[src/rtl/mmio_timer_responder.sv]
// mmio_timer_responder: bus-mapped 64-bit machine timer with compare interrupt and wait-stated responses
module mmio_timer_responder #(
  parameter int                ADDR_W       = 15,
  parameter logic [ADDR_W-1:0] BASE_WADDR   = 'h4000,
  parameter int                WAIT_STATES  = 0,
  parameter logic [31:0]       PRESCALE_RST = '0
) (
  input  logic              clk_i,
  input  logic              rst_i,
  input  logic              read_i,
  input  logic              write_i,
  input  logic [ADDR_W-1:0] addr_i,
  input  logic [31:0]       data_i,
  input  logic [3:0]        byte_select_i,
  output logic              mem_ready_o,
  output logic [31:0]       data_o,
  output logic              irq_o
);
  localparam logic [1:0] S_IDLE = 2'd0, S_WAIT = 2'd1, S_RESP = 2'd2;
  logic [1:0]  r_state;
  logic [3:0]  r_cnt;
  logic [2:0]  r_addr;
  logic [31:0] r_wdata, r_rdata, r_prescale, r_pcnt;
  logic [3:0]  r_bsel;
  logic        r_wr, r_en, r_irq_en, r_irq;
  logic [63:0] r_mtime, r_mtimecmp;
  logic        w_hit, w_load, w_wr, w_tick;
  logic [2:0]  w_rsel;
  logic [31:0] w_rval, w_mval;
  function automatic logic [31:0] merge(input logic [31:0] old, input logic [31:0] d, input logic [3:0] b);
    logic [31:0] m;
    m = old;
    for (int i = 0; i < 4; i++) if (b[i]) m[8*i+:8] = d[8*i+:8];
    return m;
  endfunction
  assign w_hit  = (read_i | write_i) && addr_i[ADDR_W-1:3] == BASE_WADDR[ADDR_W-1:3];
  assign w_rsel = r_state == S_IDLE ? addr_i[2:0] : r_addr;
  assign w_load = (r_state == S_IDLE && w_hit && WAIT_STATES == 0) || (r_state == S_WAIT && r_cnt == 4'd0);
  assign w_wr   = r_state == S_RESP && r_wr && |r_bsel;
  assign w_tick = r_en && r_pcnt == r_prescale;
  // In RESP w_rval is the addressed register, so the merge yields its post-write value
  assign w_mval = merge(w_rval, r_wdata, r_bsel);
  always_comb begin
    w_rval = '0;
    case (w_rsel)
      3'd0:    w_rval = r_mtime[31:0];
      3'd1:    w_rval = r_mtime[63:32];
      3'd2:    w_rval = r_mtimecmp[31:0];
      3'd3:    w_rval = r_mtimecmp[63:32];
      3'd4:    w_rval = {30'd0, r_irq_en, r_en};
      3'd5:    w_rval = r_prescale;
      default: w_rval = '0;
    endcase
  end
  always_ff @(posedge clk_i) begin
    if (rst_i) begin
      r_state <= S_IDLE;
      r_cnt   <= '0;
      r_addr  <= '0;
      r_wdata <= '0;
      r_bsel  <= '0;
      r_wr    <= 1'b0;
      r_rdata <= '0;
    end else begin
      if (w_load) r_rdata <= w_rval;
      case (r_state)
        S_IDLE: if (w_hit) begin
          r_addr  <= addr_i[2:0];
          r_wdata <= data_i;
          r_bsel  <= byte_select_i;
          r_wr    <= write_i;
          r_cnt   <= 4'(WAIT_STATES - 1);
          r_state <= WAIT_STATES == 0 ? S_RESP : S_WAIT;
        end
        S_WAIT: begin
          r_cnt <= r_cnt - 4'd1;
          if (r_cnt == 4'd0) r_state <= S_RESP;
        end
        default: r_state <= S_IDLE;
      endcase
    end
  end
  always_ff @(posedge clk_i) begin
    if (rst_i) begin
      r_mtime    <= '0;
      r_mtimecmp <= '1;
      r_en       <= 1'b0;
      r_irq_en   <= 1'b0;
      r_prescale <= PRESCALE_RST;
      r_pcnt     <= '0;
      r_irq      <= 1'b0;
    end else begin
      r_irq <= r_irq_en && r_mtime >= r_mtimecmp;
      if (w_wr && r_addr == 3'd0) r_mtime[31:0] <= w_mval;
      else if (w_wr && r_addr == 3'd1) r_mtime[63:32] <= w_mval;
      else if (w_tick) r_mtime <= r_mtime + 64'd1;
      if (w_wr && r_addr == 3'd5) r_pcnt <= '0;
      else if (r_en) r_pcnt <= w_tick ? '0 : r_pcnt + 32'd1;
      if (w_wr && r_addr == 3'd2) r_mtimecmp[31:0] <= w_mval;
      if (w_wr && r_addr == 3'd3) r_mtimecmp[63:32] <= w_mval;
      if (w_wr && r_addr == 3'd4) {r_irq_en, r_en} <= w_mval[1:0];
      if (w_wr && r_addr == 3'd5) r_prescale <= w_mval;
    end
  end
  assign mem_ready_o = r_state == S_RESP;
  assign data_o      = r_rdata;
  assign irq_o       = r_irq;
endmodule

[config.mk]
export PLATFORM = sky130hd
export DESIGN_NAME = mmio_timer_responder
export DESIGN_NICKNAME = d
export VERILOG_FILES = /design/src/rtl/mmio_timer_responder.sv
export SDC_FILE = /design/constraint.sdc
export NUM_CORES = 1
export LEC_CHECK = 0
export CAP_MARGIN = 15
export CORE_AREA = 2 2 225 227
export DETAILED_ROUTE_END_ITERATION = 6
export DIE_AREA = 0 0 227 229
export PLACE_DENSITY_LB_ADDON = 0.12
export RECOVER_POWER = 50
export REMOVE_ABC_BUFFERS = 1
export SLEW_MARGIN = 15
export SYNTH_ARGS = -nofsm -noshare
export SYNTH_HDL_FRONTEND = slang
export SYNTH_SLANG_ARGS = --single-unit
[constraint.sdc]
create_clock -name clk_i -period 7.92 [get_ports clk_i]
set_clock_uncertainty 0.15 [all_clocks]
set_input_delay 1.584 -clock clk_i [delete_from_list [all_inputs] [get_ports clk_i]]
set_output_delay 1.584 -clock clk_i [all_outputs]
set_load 0.1 [all_outputs]
### Word level (Yosys, flattened, before mapping)

Index checks and enable logic that the tools add are counted.

* flip-flop bits (word level): 273
* output and inout port bits: 34
* word-level logic and storage cells: 83
* bits of input ports: 55

* multiplexer cells: 16
* reductions and logical operators: 28
* equality and inequality tests: 17
* $add $sub $neg: 3
* magnitude comparators: 1
* bitwise logic cells: 2

Operator list (count)
* $pmux W32 S6: 1
* $mux W32: 4
* $add A64 B1 Y64 const B: 1
* $ge A64 B64 Y1: 1
* $mux W64: 1
* $add A32 B1 Y32 const B: 1
* $eq A32 B32 Y1: 1
* $mux W8: 4
* $logic_and A1 B1 Y1: 13
* $eq A12 B12 Y1 const B: 1
* $eq A3 B2 Y1 const B: 4
* $eq A3 B3 Y1 const B: 4
* $reduce_and A2 Y1: 5
* $pmux W4 S2: 1
* $eq A3 B1 Y1 const B: 2
* $logic_not A3 Y1: 2
* $reduce_bool A2 Y1: 3
* $logic_not A4 Y1: 1
* $mux W2: 2
* $mux W4: 1
* $ne A2 B2 Y1 const B: 2
* $pmux W2 S2: 1
* $reduce_or A4 Y1: 1
* $sub A4 B1 Y4 const B: 1
* 9 further kinds: 9

### Depth between registers and ports, before layout

* word-level depth: 6
* depth in mapped cells: 11
* depth with buffers taken out: 9

### Worst setup path after synthesis

Ideal clock, no wire load.

* path type: input port to flip-flop
* start: in addr_i[0]
* end: reg r_mtime[44]
* setup slack: 4.144 ns
* buffers on the path: 2
* stages on the path: 9
* required time: 7.642 ns
* library setup time: 0.128 ns
* data arrival time: 3.498 ns
* cells stage by stage: mux2i_1 buf_2 buf_2 mux2i_1 o22ai_1 o31ai_1 nor2_1 a31oi_1 o32ai_1

* word-level cells in the longest chain between the ends: 5
* elaborated cells between the ends (all ways): 10
* classes of those cells: eq/ne: 5; mux: 4; reduce/logical: 1

RTL lines
* from (decl): line 12 `input logic [ADDR_W-1:0] addr_i,`
* $mux W3 (*): line 37 `assign w_rsel = r_state == S_IDLE ? addr_i[2:0] : r_addr;`
* $eq A3 B3 Y1 (tied with other cells): line 45 `case (w_rsel)`
* $pmux W32 S6 (*): line 45
* $mux W8 (*): line 33 `for (int i = 0; i < 4; i++) if (b[i]) m[8*i+:8] = d[8*i+:8];`
* $mux W32 (*): line 95 `else if (w_wr && r_addr == 3'd1) r_mtime[63:32] <= w_mval;`
* to (signal assigned): line 95
* to (signal assigned): line 96 `else if (w_tick) r_mtime <= r_mtime + 64'd1;`
* to (decl): line 26 `logic [63:0] r_mtime, r_mtimecmp;`

Mark *: on every way between the ends. The rest lies on a longest branch, timed or not.
A chain may end at the register's enable or synchronous reset.

### Final worst setup path

* start: in addr_i[0]
* end: reg r_prescale[17]

* word-level cells in the longest chain between the ends: 4
* elaborated cells between the ends (all ways): 9
* classes of those cells: eq/ne: 5; mux: 3; reduce/logical: 1

RTL lines
* $mux W3 (*): line 37
* $eq A3 B3 Y1 (tied with other cells): line 45
* $pmux W32 S6 (*): line 45
* $mux W8 (*): line 33
* to (signal assigned): line 102 `if (w_wr && r_addr == 3'd5) r_prescale <= w_mval;`
* to (decl): line 23 `logic [31:0] r_wdata, r_rdata, r_prescale, r_pcnt;`

Marks and branches as above.

==> results.sh <==
export IMPL_power_frac_clock_pct=51.6
export IMPL_drv_cap=5
export IMPL_p_seq_share_pct=43.4
export IMPL_dp_worst_setup_slack_ns=2.96
export IMPL_max_stage_delay_ns=1.18
export IMPL_hpwlAfterDp_um=41100
export IMPL_clock_sinks=268
export IMPL_initial_core_util_pct=29.6
export IMPL_drcViolationCount=0
export IMPL_crit_path_frequent_cell="buf_4"
export IMPL_comb_power_share_pct=5.0
export IMPL_slew_headroom_pct=-138
export IMPL_fmax_ghz=0.176
export IMPL_grt_max_degree=64
export IMPL_hold_ws_ns=0.301
export IMPL_h_tree_depth=2
export IMPL_start_kind="input pin"
export IMPL_grt_usage_pct=22.9
export IMPL_cts_path_max_buffers=3
export IMPL_crit_required_ns=8.21
export IMPL_io_pins=89
export IMPL_grt_pass1_vias=13642
export IMPL_synth_cells=1866
export IMPL_end_kind="flip-flop"
export IMPL_utilization_pct=35.0
export IMPL_numCtsBuffers=34
export IMPL_firstDrtPassIters=5
export IMPL_fin_nets=2026
export IMPL_ys_types=69
export IMPL_cts_root_buffer="clkbuf_16"
export IMPL_placed_cell_area_sq_um=16300
export IMPL_yosysWarnings=0
export IMPL_grt_pass1_wl_um=88700
export IMPL_ctsResizeCount=0
export IMPL_vias=14114
export IMPL_regArea_sq_um=5370
export IMPL_worst_pin_slew_ns=3.57
export IMPL_yosysSeqAreaShare_pct=36.5
export IMPL_areaGrowthSynthToFinish_pct=18.3
export IMPL_finalHoldViolCount=0
export IMPL_timing_final_crit_share_pct=71.8
export IMPL_cts_tree="built"
export IMPL_routabilityCongestion=0.877
export IMPL_synthFlopType="dfxtp_1"
export IMPL_ctsHoldBuffers=0
export IMPL_cpMaxStageDelayCell="clkbuf_1"
export IMPL_ys_seq_elements=268
export IMPL_powerDensity_nw_per_um2=181
export IMPL_die_h_um=229
export IMPL_final_area_sq_um=17400
export IMPL_path_max_fanout=25
export IMPL_crit_arrival_ns=5.98
export IMPL_async_reset_ff_share_pct=0
export IMPL_switchingPower_uw=739
export IMPL_wl_per_cell_um=22.9
export IMPL_maxSlewViolCount=176
export IMPL_period_minus_slack_ns=5.69
export IMPL_die_w_um=227
export IMPL_core_area_sq_um=49700
export IMPL_die_area_sq_um=52000
export IMPL_path_cells="dlygate4sd3_1 -> mux2i_4 -> clkbuf_1 -> buf_4 -> nor2_1 -> buf_4 -> a311o_1 -> mux2i_1 -> o21ai_0 -> and2_1"
export IMPL_p_leak_uw=0.00732
export IMPL_drt_iter0_drc=1052
export IMPL_wl_um=59400
export IMPL_grt_overflow_total=0
export IMPL_switching_share_pct=23.5
export IMPL_synth_area_sq_um=14700
export IMPL_multiInputGateArea_sq_um=8630
export IMPL_ir_drop_v=0.000114
export IMPL_rsz0062_at_grt="false"
export IMPL_num_rows=82
export IMPL_worstSetupPathType="input pin to flip-flop"
export IMPL_drive_gt1_share_pct=5.82
export IMPL_grt_antenna_before_repair=2
export IMPL_violations="capacitance limit, slew limit"
export IMPL_run_status="complete, but fails checks"
export IMPL_final_cell_mix="nand2_1, dfxtp_1, a21oi_1"
export IMPL_clk_pin_slew_ns=0.06
export IMPL_intPower_uw=2400
export IMPL_setup_violations=0
export IMPL_synth_edff_count=0
export IMPL_vias_per_cell=5.43
export IMPL_hp_class="flip-flop to flip-flop"
export IMPL_io_buffer_count=88
export IMPL_post_cts_setup_buffers=0
export IMPL_avgSynthCellArea_sq_um=7.88
export IMPL_finalSetupTns_ns=0
export IMPL_final_antenna_net_count=0
export IMPL_setup_slack_ns=2.23
export IMPL_final_common_cell="nand2_1"
export IMPL_clk_latency_ns=0.55
export IMPL_fill_cells=5347
worst paths after layout:
path	startpoint	endpoint	slack (ns)	cells after the start
worst min register to register	r_wdata[0]	r_wdata[0]	0.30	2
worst max register to register	r_state[1]	r_prescale[17]	3.04	9
worst min-delay path	r_wdata[0]	r_wdata[0]	0.30	2
worst max-delay path	addr_i[0]	r_prescale[17]	2.23	10
synth_stat cells (13+ instances only):
library cell / n / area share [%]
xor2_1: 56 / 3.3
ha_1: 66 / 5.6
inv_1: 83 / 2.1
nor2_1: 153 / 3.9
nand2_1: 291 / 7.4
nand4_1: 51 / 2.2
a31oi_1: 21 / 0.89
clkbuf_1: 93 / 2.4
nor3_1: 43 / 1.5
xnor2_1: 35 / 2.1
o21ai_0: 69 / 2.3
a21oi_1: 165 / 5.6
mux2i_1: 48 / 3.3
a21o_1: 16 / 0.82
dfxtp_1: 268 / 36
and2_1: 13 / 0.55
nand2b_1: 15 / 0.64
and4_1: 13 / 0.77
o211ai_1: 46 / 2.3
and3_1: 21 / 0.89
nand3_1: 55 / 1.9
buf_2: 15 / 0.51
nor4_1: 21 / 0.89
o22ai_1: 37 / 1.6
a211oi_1: 24 / 1.2
kinds of logic (layout without fill, tap and decap cells):
kind of cell               Yosys count  in the layout  share of synthesized area [%]
DFF                                268            268                           36.5
AOI/OAI and AO/OA                  453            453                           19.2
buffers and inverters              203            263                           5.34
adders and majority gates           66             66                           5.62
other                                0              1                              0
muxes                               65             65                           5.03
xor gates and xnor gates            91             91                           5.42
and+or+nand+nor                    720            720                           22.9
per-stage QoR:
| stage | instances | power, uW |
|---|---|---|
| after floorplan | 1749 | 1460 |
| after global placement | 2541 | 1550 |
| after detailed placement | 2541 | 1550 |
| after CTS | 2598 | 3170 |
| after global routing | 2599 | 3240 |
| final | 2599 | 3140 |
layer usage:
| layer | wire (um) | GRT usage (%) | vias to the layer above |
|---|---|---|---|
| met3 | 3710 | 4.80 | 109 |
| li1 | - | - | 6731 |
| met4 | 2160 | 8.50 | 2 |
| met1 | 26600 | 30.4 | 6834 |
| met2 | 26900 | 36.4 | 438 |
| met5 | 13 | 0 | - |
cell type report:
type                       instances  share of cell area (%)
timing repair buffer             120                    6.28
antenna                            1                  0.0144
multi-input combinational       1395                    49.6
inverter                          86                    1.86
sequential                       268                    30.9
clock inverter                     7                   0.648
tap                              672                    4.84
clock buffer                      50                    5.89
power by group through the flow:
stage	combinational [uW]	clock [uW]	sequential, uW
5_1_grt	168	1700	1360
2_1_floorplan	71.0	0	1390
3_5_place_dp	157	0	1390
6_report	157	1620	1360
3_3_place_gp	156	0	1390
4_1_cts	158	1650	1360
sequential cells by signal, summed over array words and instances (netlist names):
| register | flops |
|---|---|
| r_irq_en | 1 |
| r_prescale | 32 |
| irq_o | 1 |
| r_wr | 1 |
| r_bsel | 4 |
| data_o | 32 |
| r_pcnt | 32 |
| r_en | 1 |
| r_state | 1 |
| r_mtime | 64 |
| r_wdata | 32 |
| r_addr | 3 |
| r_mtimecmp | 64 |
worst max-delay path, delay by kind of cell:
family,cells,cell delay [ns]
AO/OA/AOI/OAI,2,0.56
AND/OR/NAND/NOR,2,0.54
buffers and inverters,4,2.66
multiplexers,2,0.57
Power figures use the tool's default switching activity.
